**src/rtl/alu_regfile_pkg.sv**
```systemverilog
// rtl/alu_regfile_pkg.sv - shared defaults and opcode constants for alu_regfile (optional logic ops: ALU_LOGIC_OPS_EN)
package alu_regfile_pkg;

   // Default geometry of the register file and data path
   localparam int DATA_W_DEF    = 16;
   localparam int REG_COUNT_DEF = 8;

   // ALU opcodes; every code not listed here produces a zero result
   localparam logic [3:0] OP_PASSB = 4'b0001;
   localparam logic [3:0] OP_ADD   = 4'b0010;
   localparam logic [3:0] OP_SUB   = 4'b0011;
   localparam logic [3:0] OP_AND   = 4'b0100;
   localparam logic [3:0] OP_OR    = 4'b0101;
   localparam logic [3:0] OP_XOR   = 4'b0110;
   localparam logic [3:0] OP_NOT   = 4'b0111;

endpackage

```
**src/rtl/alu_regfile_rf.sv**
```systemverilog
// rtl/alu_regfile_rf.sv - register array with one write port and two combinational read ports
module alu_regfile_rf #(
   parameter int DATA_W    = 16,
   parameter int REG_COUNT = 8,
   parameter int ADDR_W    = 3
) (
   input  logic              clk,
   input  logic              rst_n,
   input  logic              we,
   input  logic [ADDR_W-1:0] waddr,
   input  logic [DATA_W-1:0] wdata,
   input  logic [ADDR_W-1:0] raddr_a,
   input  logic [ADDR_W-1:0] raddr_b,
   output logic [DATA_W-1:0] rdata_a,
   output logic [DATA_W-1:0] rdata_b
);

   logic [DATA_W-1:0] regs [REG_COUNT];

   // Registers clear asynchronously; a write lands on the rising edge with no read bypass
   always_ff @(posedge clk or negedge rst_n) begin
      if (!rst_n) begin
         for (int i = 0; i < REG_COUNT; i++) begin
            regs[i] <= '0;
         end
      end else if (we) begin
         regs[waddr] <= wdata;
      end
   end

   // Both read ports see the stored value directly, so equal addresses give equal data
   assign rdata_a = regs[raddr_a];
   assign rdata_b = regs[raddr_b];

endmodule

```
**src/rtl/alu_regfile.sv**
```systemverilog
// rtl/alu_regfile.sv - register file with combinational ALU on its two read ports (optional logic ops: ALU_LOGIC_OPS_EN)
module alu_regfile
   import alu_regfile_pkg::*;
#(
   parameter int DATA_W    = DATA_W_DEF,
   parameter int REG_COUNT = REG_COUNT_DEF
) (
   input  logic                         clk,
   input  logic                         rst_n,
   input  logic [3:0]                   opcode,
   input  logic [$clog2(REG_COUNT)-1:0] address_a,
   input  logic [$clog2(REG_COUNT)-1:0] address_b,
   input  logic                         write_enable,
   input  logic [DATA_W-1:0]            write_data,
   output logic [DATA_W-1:0]            data_a,
   output logic [DATA_W-1:0]            data_b,
   output logic [DATA_W-1:0]            alu_result,
   output logic                         zero
);

   localparam int ADDR_W = $clog2(REG_COUNT);

   // address_a doubles as the write address
   alu_regfile_rf #(
      .DATA_W    (DATA_W),
      .REG_COUNT (REG_COUNT),
      .ADDR_W    (ADDR_W)
   ) u_rf (
      .clk     (clk),
      .rst_n   (rst_n),
      .we      (write_enable),
      .waddr   (address_a),
      .wdata   (write_data),
      .raddr_a (address_a),
      .raddr_b (address_b),
      .rdata_a (data_a),
      .rdata_b (data_b)
   );

   // Combinational ALU; arithmetic wraps at DATA_W bits, unlisted opcodes yield zero
   always_comb begin
      alu_result = '0;
      case (opcode)
         OP_PASSB: alu_result = data_b;
         OP_ADD:   alu_result = data_a + data_b;
         OP_SUB:   alu_result = data_a - data_b;
`ifdef ALU_LOGIC_OPS_EN
         OP_AND:   alu_result = data_a & data_b;
         OP_OR:    alu_result = data_a | data_b;
         OP_XOR:   alu_result = data_a ^ data_b;
         OP_NOT:   alu_result = ~data_a;
`endif
         default:  alu_result = '0;
      endcase
   end

   // Zero flag tracks the result for every opcode, including the zero-result ones
   assign zero = (alu_result == '0);

endmodule

```
**config.mk**
```make
export PLATFORM = sky130hd
export DESIGN_NAME = alu_regfile
export DESIGN_NICKNAME = d
export VERILOG_FILES = /design/src/rtl/alu_regfile_pkg.sv /design/src/rtl/alu_regfile_rf.sv /design/src/rtl/alu_regfile.sv
export SDC_FILE = /design/constraint.sdc
export NUM_CORES = 1
export LEC_CHECK = 0
export ABC_AREA = 1
export BUFFER_PORTS_ARGS = -buffer_cell sky130_fd_sc_hd__buf_4
export CAP_MARGIN = 10
export CORE_UTILIZATION = 45
export DETAILED_ROUTE_END_ITERATION = 8
export PLACE_DENSITY = 0.68
export SLEW_MARGIN = 30
export SYNTH_ARGS = -nofsm -noshare
export SYNTH_HDL_FRONTEND = slang
export SYNTH_SLANG_ARGS = --single-unit
```
**constraint.sdc**
```tcl
create_clock -name clk -period 4.37 [get_ports clk]
set_input_delay 0 -clock clk [delete_from_list [all_inputs] [get_ports clk]]
set_output_delay 0 -clock clk [all_outputs]
set_load 0.05 [all_outputs]
```
==> results of run 1 <==
routing by layer:
metal	vias up	track usage, %	share of wire, %
met3	54	5.88	8.8
met1	4099	39.5	44
met4	0	11.8	2.8
met2	403	46.6	44
li1	4263	-	-
met5	-	0	0
timing repair:
item | 4_1_cts | 5_1_grt
setup buffers | 0 | 2
endpoints found under the hold margin | 149 | 0
gates resized for setup | 0 | 14
hold buffers | 17 | 0
setup endpoints to repair | 0 | 2
power by group:
group          internal (mW)  switching, mW
sequential              1.41          0.160
combinational          0.526           1.11
clock                  0.745          0.576
worst max-delay path by stage:
stage                                end  slack (ns)  cells past startpoint
final                               zero        0.37                     25
after CTS                           zero        0.29                     27
after detailed placement            zero        0.50                     28
after global routing      alu_result[15]       -0.02                     24
after global placement              zero        0.48                     28
after floorplan                     zero        0.09                     14
synthesized netlist by cell type, types with 2 or more instances:
library cell,n,area [um^2]
buf_4,6,45.0
nor2_2,4,25.0
nand2_1,409,1540
o221ai_1,2,17.5
o211ai_1,15,113
nor3_1,5,25.0
inv_1,171,642
a221oi_1,2,17.5
o21ai_0,176,881
dfrtp_1,128,3200
buf_2,12,60.1
nand3b_1,3,22.5
ha_1,17,213
o22ai_1,9,56.3
o21ai_1,7,35.0
inv_2,6,22.5
buf_1,3,11.3
buf_6,6,67.6
a2111oi_0,2,17.5
nor2_1,78,293
nand4_1,7,43.8
a311oi_1,2,17.5
clkbuf_1,36,135
clkinv_1,2,7.51
nand2_2,6,37.5
nand3_1,99,495
xor2_1,13,114
a21oi_1,50,250
final cells by class:
cell class              count  share of cell area, %
flip-flops and latches    128                   32.0
multi-input cells         917                   43.7
inverters                 180                   6.77
clock buffers              18                   4.38
clock inverters            14                   1.06
repair buffers            117                   9.23
well taps                 229                   2.86
logic make-up (layout without fill, tap and decap cells):
kind of cell	after synthesis	after routing	share of synthesized area [%]
simple gates	615	615	29.5
compound gates	271	271	17.0
buf+inv	244	329	11.9
flops	128	128	37.6
fa+ha+maj	18	18	2.73
xor+xnor	13	13	1.34
placed cells by master, fill, tap and decap left out, types with 3 or more instances in the layout:
cell,Yosys,final
dfrtp_1,128,128
clkbuf_16,0,17
a21oi_1,50,47
o22ai_1,9,9
a21oi_2,0,3
o21ai_1,7,6
nor3_1,5,4
ha_1,17,16
clkinvlp_4,0,4
buf_4,6,99
nand2_2,6,10
nand3b_1,3,3
inv_2,6,6
inv_1,171,171
o21ai_0,176,176
clkinv_2,0,3
xor2_1,13,13
nand3_1,99,97
o211ai_1,15,15
nand2_1,409,404
dlygate4sd3_1,0,17
nand4_1,7,7
nor2_1,78,75
inv_6,0,5
nor2_2,4,7
per-stage QoR:
stage	power, mW	cells	area (um^2)	setup TNS, ns	utilization (%)
6_report	4.53	1603	10000	0	54.9
5_1_grt	4.80	1603	10000	-0.0492	54.9
4_1_cts	4.49	1601	9960	0	54.5
3_5_place_dp	3.15	1552	9240	0	50.6
3_3_place_gp	3.13	1552	9230	0	50.5
2_1_floorplan	2.69	1289	8540	0	-
critical path, stage by stage (launching register included):
cell	delay, ns
dfrtp_1	0.39
inv_1	0.10
nand2_1	0.07
o211ai_1	0.08
nand2_1	0.07
nand2_1	0.10
nand2_4	0.10
inv_1	0.07
ha_1	0.15
inv_1	0.05
nor2_2	0.15
nand4_1	0.20
o21ai_2	0.24
xor2_1	0.18
ha_1	0.29
a21oi_1	0.22
o21ai_0	0.13
a21oi_1	0.18
nand2_1	0.11
a21oi_2	0.15
inv_1	0.05
nand3_1	0.08
nand3_1	0.10
nand2_1	0.10
nor2_1	0.05
buf_6	0.15
==> results.cfg, run 1 <==
[worst_hold_path]
hold_class = input pin to async pin

[timing]
hold_viol_final = 0
fin_crit_sh_pct = 91.5
maxSlewHeadroom_pct = 39.3
setup_viol = 0
clock.fmax_mhz = 250
min_period_ns = 4.00
timing.final.ws_setup_ns = 0.370
hold_ws_ns = 0.0709
skew_ns = 0
drv_slew = 0
worst_pin_slew_ns = 0.906

[pwr]
cellPowerDensity_nw_per_um2 = 452
vdd_ir_drop_max_mv = 0.211
leakage_nw = 5.24

[global_routing]
grt_pass1_wl_mm = 44.2
grt_max_degree = 56
antenna_found_initial = 0
grt_overflow = 0
grt_use_total_pct = 29.4
grt_pass1_vias = 8288

[clock_network]
cts_root_buf = clkbuf_16
clk_transition_reported_paths_ns = 0.06
h-tree-depth = 4
cts_buffers = 17
cts_tree = yes
insertion_delay_ns = 0.42
clk_path_buf_depth = 2
clock-sinks = 128

[placement]
gp_congestion = 0.983
dp.final_hpwl_mm = 19.2
port_buffers = 77
pre_cts_ws_ns = 0.502

[setup_path]
cp.required_ns = 4.37
cp-end-kind = output pin
reg2reg_from = u_rf.regs[80]
crit_path_start_kind = flip-flop
startpoint = u_rf.regs[96]
r2r-end = u_rf.regs[80]
reg2reg_slack_ns = 3.63
r2r_cells = 2
crit_fanout = 6
path_class = flip-flop to output pin
arrival_ns = 4.00

[synth]
synth_nets = 1336
seq_area_frac_synth_pct = 37.6
ys_async_sr_fraction_pct = 100
synth-edff-count = 0
avgSynthCellArea_um2 = 6.61
synthCells = 1289
ys.flop_type = dfrtp_1
synth_seq_cells = 128
synth_area_um2 = 8520
yosys_warnings = 0
synth.distinct_cells = 41

[detailed_routing]
ant_nets = 0
post_drt_wl_per_cell_um = 17.2
wl_mm = 27.6
drt_iter0_drc = 914
first_pass_iters = 6
num_vias = 8819
routed_via_density = 5.50
drc = 0

[die]
coreArea_um2 = 18300
dieArea_um2 = 19500
dieHeight_um = 140
rows = 49
initial_utilization_pct = 46.7
fp.dieW_um = 140
num_io_pins = 78

[run]
cap_viol_max_count = 0

[layout]
area_growth_pct = 17.6
drive_gt1_share_pct = 12.5
largest_register_ff_count = 128
multi_input_area_um2 = 4380
largest-register = u_rf.regs
final-seq-area_um2 = 3200
diodes = 0
top_regs = u_rf.regs: 128 flops
fill_cells = 1784
nets = 1408

[status]
outcome = finished clean
No activity file was read; power rests on OpenSTA's default activity.
==> run 2: changes to the inputs <==
--- a/config.mk
+++ b/config.mk
@@ -11,6 +11,7 @@
 export CORE_UTILIZATION = 45
 export DETAILED_ROUTE_END_ITERATION = 8
 export PLACE_DENSITY = 0.68
+export REMOVE_ABC_BUFFERS = 1
 export SLEW_MARGIN = 30
 export SYNTH_ARGS = -nofsm -noshare
 export SYNTH_HDL_FRONTEND = slang
==> results.cfg, run 2 (same netlist as run 1, synthesis figures left out) <==
[status]
outcome = finished clean

[timing]
clock.fmax_mhz = 249
setup_viol = 0
maxSlewHeadroom_pct = 36.6
drv_slew = 0
hold_viol_final = 0
worst_pin_slew_ns = 0.948
hold_ws_ns = 0.0807
skew_ns = 0
rsz0062_at_grt = no
fin_crit_sh_pct = 91.9
min_period_ns = 4.01

[layout]
final_common_cell = nand2_1
drive_gt1_share_pct = 12.2
fill_cells = 1799
largest_register_ff_count = 128
top_regs = u_rf.regs: 128 flops
area_growth_pct = 18.8
layout_common_cells = nand2_1, o21ai_0, inv_1
largest-register = u_rf.regs
nets = 1415
diodes = 0

[detailed_routing]
drt_iter0_drc = 736
first_pass_iters = 6
ant_nets = 0
routed_via_density = 5.44
post_drt_wl_per_cell_um = 17.2
wl_mm = 27.7
drc = 0
num_vias = 8765

[global_routing]
grt_max_degree = 61
grt_overflow = 0
antenna_found_initial = 0
grtUsageMet1_pct = 39.2
grtUsageMet3_pct = 5.61
grt_pass1_vias = 8243
grt.busiest_layer = met2
grt_pass1_wl_mm = 44.5
grt_use_met2_pct = 48.2
grt_use_total_pct = 29.8

[clock_network]
cts_buffers = 17
cts_tree = yes
clock-sinks = 128
h-tree-depth = 4
cts_root_buf = clkbuf_16
insertion_delay_ns = 0.42
clk_transition_reported_paths_ns = 0.06
clk_path_buf_depth = 2

[setup_path]
crit_path_start_kind = flip-flop
arrival_ns = 4.01
cp-end-kind = output pin
path_class = flip-flop to output pin
crit_fanout = 6
cp.required_ns = 4.37

[die]
initial_utilization_pct = 46.7
dieHeight_um = 140
dieArea_um2 = 19500
rows = 49
num_io_pins = 78
fp.dieW_um = 140
coreArea_um2 = 18300

[pwr]
total_power_mw = 4.71
vdd_ir_drop_max_mv = 0.315
leakage_nw = 5.31
cellPowerDensity_nw_per_um2 = 465

[placement]
dp.final_hpwl_mm = 19.5
port_buffers = 77
gp_congestion = 0.942

[worst_hold_path]
hold_class = input pin to flip-flop

[run]
cap_viol_max_count = 0
==> run 2: routing by layer <==
layer	wire length, um	up-vias	share of wire (%)
li1	-	4283	-
met1	11900	4036	43
met2	12800	360	46
met3	1980	86	7.2
met4	939	0	3.4
met5	0	-	0
==> run 2: final timing paths <==
path	cells after the start	end	from	slack, ns
worst max-delay path	24	zero	u_rf.regs[80]	0.36
worst min-delay path	5	u_rf.regs[11]	write_enable	0.08
worst max register to register	2	u_rf.regs[112]	u_rf.regs[112]	3.63
worst min register to register	2	u_rf.regs[101]	u_rf.regs[101]	0.48
max in group asynchronous	3	u_rf.regs[75]	rst_n	3.14
min in group asynchronous	2	u_rf.regs[70]	rst_n	0.20
==> run 2: layout make-up <==
type                            instances  area [um^2]  share of cell area, %
Multi-Input combinational cell        917         4330                   42.8
Timing Repair Buffer                  124          990                   9.77
Tap cell                              229          287                   2.83
Clock inverter                         13          184                   1.82
Inverter                              180          678                   6.70
Clock buffer                           19          453                   4.47
Sequential cell                       128         3200                   31.6
==> run 2: timing repair <==
item / in CTS / in global routing
endpoints found under the setup margin: 0 / 1
endpoints found under the hold margin: 175 / 0
buffers inserted: 0 / 1
gates resized for setup: 0 / 8
hold buffers: 17 / 0
==> run 2: through the flow <==
| stage | area [um^2] | setup TNS, ns | worst slack, ns | std cells | utilization (%) |
|---|---|---|---|---|---|
| final | 10100 | 0 | 0.355 | 1610 | 55.4 |
| after CTS | 10100 | 0 | 0.276 | 1609 | 55.3 |
| after global placement | 9290 | 0 | 0.391 | 1560 | 50.8 |
| after detailed placement | 9290 | 0 | 0.442 | 1560 | 50.8 |
| after global routing | 10100 | 0 | 0.00399 | 1610 | 55.4 |
| after floorplan | 8190 | -15.84 | -2.04 | 1225 | - |
==> run 2: worst max-delay path, stage by stage (launching register included) <==
cell     delay, ns
dfrtp_1       0.41
nor2_1        0.10
nor2_1        0.05
o21ai_1       0.07
nand2_1       0.06
nand2_1       0.07
nand2_2       0.12
inv_1         0.08
ha_1          0.16
inv_1         0.05
nor2_2        0.15
nand4_1       0.17
o21ai_2       0.21
xor2_1        0.17
ha_1          0.30
a21oi_1       0.27
o21ai_0       0.11
a21oi_1       0.20
nand3_1       0.12
nand3_1       0.10
o21ai_0       0.13
inv_1         0.09
nand4_1       0.13
nor2_2        0.14
buf_6         0.17
==> run 2: where the power goes <==
group | internal (mW) | total, mW | switching (mW)
Clock | 0.985 | 1.53 | 0.541
Sequential | 1.41 | 1.56 | 0.152
Combinational | 0.522 | 1.62 | 1.10
Total | 2.92 | 4.71 | 1.79
==> run 3: changes to the inputs <==
--- a/config.mk
+++ b/config.mk
@@ -8,9 +8,9 @@
 export ABC_AREA = 1
 export BUFFER_PORTS_ARGS = -buffer_cell sky130_fd_sc_hd__buf_4
 export CAP_MARGIN = 10
-export CORE_UTILIZATION = 45
+export CORE_UTILIZATION = 50
 export DETAILED_ROUTE_END_ITERATION = 8
-export PLACE_DENSITY = 0.68
+export PLACE_DENSITY = 0.74
 export REMOVE_ABC_BUFFERS = 1
 export SLEW_MARGIN = 30
 export SYNTH_ARGS = -nofsm -noshare
==> results.cfg, run 3 (same netlist as run 1, synthesis figures left out) <==
[worst_hold_path]
hp-start = write_enable
hold_class = input pin to flip-flop
whs_path_depth = 5
holdPathEnd = u_rf.regs[15]

[detailed_routing]
ant_nets = 0
routed_via_density = 5.49
num_vias = 8785
wl_mm = 26.2
first_pass_iters = 6
post_drt_wl_per_cell_um = 16.4
drc = 0
drt_iter0_drc = 941

[timing]
hold_viol_final = 0
fin_crit_sh_pct = 92.8
min_period_ns = 4.06
skew_ns = 0
worst_pin_slew_ns = 0.702
rsz0062_at_grt = no
hold_ws_ns = 0.00702
timing.final.ws_setup_ns = 0.313
maxSlewHeadroom_pct = 53.0
drv_slew = 0
fin_setup_tns_ns = 0
setup_viol = 0
clock.fmax_mhz = 246

[setup_path]
startpoint = u_rf.regs[80]
r2r-end = u_rf.regs[50]
slowest_stage = dfrtp_1
cp.required_ns = 4.37
reg2reg_slack_ns = 3.63
arrival_ns = 4.06
reg2reg_from = u_rf.regs[50]
r2r_cells = 2
crit_path_start_kind = flip-flop
crit_fanout = 6
cpMostUsedCell = nand2_1
cpPeakStageDelay_ns = 0.40
path_class = flip-flop to output pin
cp-end-kind = output pin

[die]
dieArea_um2 = 17600
coreArea_um2 = 16600
rows = 47
initial_utilization_pct = 51.2
dieHeight_um = 133
num_io_pins = 78
fp.dieW_um = 133

[clock_network]
h-tree-depth = 4
cts_buffers = 17
clk_transition_reported_paths_ns = 0.06
clk_path_buf_depth = 2
insertion_delay_ns = 0.42
cts_root_buf = clkbuf_16
clock-sinks = 128
cts_tree = yes

[global_routing]
grt_pass1_vias = 8030
grt_overflow = 0
grt_max_degree = 57
grt_use_total_pct = 31.0
grt_pass1_wl_mm = 42.4
antenna_found_initial = 0

[pwr]
sw_frac_of_total_pct = 39.3
seq_power_share_pct = 34.1
p_int_mw = 2.79
combPwrFrac_pct = 34.8
cellPowerDensity_nw_per_um2 = 458
pwr-share-clk_pct = 31.1
leakage_nw = 5.27
vdd_ir_drop_max_mv = 0.308
p_switching_mw = 1.81

[layout]
drive_gt1_share_pct = 11.9
final-seq-area_um2 = 3200
instances_no_fill = 1599
multi_input_area_um2 = 4330
top_regs = u_rf.regs: 128 flops
largest-register = u_rf.regs
diodes = 0
layout_common_cells = nand2_1, o21ai_0, inv_1
final_area_um2 = 10000
area_growth_pct = 17.8
largest_register_ff_count = 128
fill_cells = 1573
nets = 1413
final_common_cell = nand2_1

[placement]
pre_cts_ws_ns = 0.649
dp_cells = 1550
gp_congestion = 0.938
dpl-instance-area_um2 = 9260
dp.final_hpwl_mm = 18.5
port_buffers = 77

[status]
outcome = finished clean

[run]
cap_viol_max_count = 0
[run 3: cell count changes in the layout (fill, tap and decap cells not counted), moves of 2 or more]
cell / delta
a2111oi_0: +2
inv_6: +2
nor2_1: +2
bufinv_16: -2
nor2_2: -2
a2111oi_1: -2
clkinvlp_4: +2
clkinv_2: -2
[run 3: worst max path at each step]
stage          slack (ns)   end  depth (start not counted)
6_report             0.31  zero                         27
3_5_place_dp         0.65  zero                         26
2_1_floorplan       -2.04  zero                         14
5_1_grt              0.01  zero                         27
4_1_cts              0.28  zero                         25
3_3_place_gp         0.64  zero                         24
[run 3: power groups by stage]
stage	registers (mW)	logic, mW	clock network (mW)
finish	1.57	1.60	1.43
global route	1.59	1.79	1.48
CTS	1.56	1.58	1.44
detailed placement	1.58	1.56	0
global placement	1.57	1.54	0
floorplan	1.54	1.11	0
[run 3: routing by layer]
layer | track usage, % | wire length, um | up-vias | part of all wire [%]
met5 | 0 | 0 | - | 0
met4 | 11.6 | 772 | 0 | 3.0
met3 | 4.90 | 2330 | 57 | 8.9
met2 | 47.3 | 11500 | 426 | 44
met1 | 44.2 | 11500 | 4029 | 44
li1 | - | - | 4273 | -
[run 3: repair_timing]
action / CTS / global route
hold buffers: 17 / 0
endpoints found under the setup margin: 0 / 1
setup buffers: 0 / 0
endpoints found under the hold margin: 163 / 0
resized for setup: 0 / 4
[run 3: final cells by class]
cell class                 count  area share [%]
clock buffer                  18            4.38
clock inverter                14            1.55
inverter                     180            6.76
multi-input combinational    917            43.1
sequential                   128            31.9
tap                          220            2.74
timing repair buffer         122            9.55
[run 3: worst max-delay path: cells and delay by family, from the launching register on]
| kind | cells | cell delay [ns] |
|---|---|---|
| simple gates | 18 | 2.00 |
| fa+ha+maj | 2 | 0.52 |
| buf+inv | 4 | 0.43 |
| flops | 1 | 0.40 |
| compound gates | 2 | 0.20 |
| xor+xnor | 1 | 0.07 |
[run 3: stage by stage]
step / power [mW] / util [%]
floorplan: 2.64 / -
CTS: 4.58 / 60.2
finish: 4.59 / 60.3
global placement: 3.11 / 55.6
detailed placement: 3.14 / 55.6
global route: 4.87 / 60.3
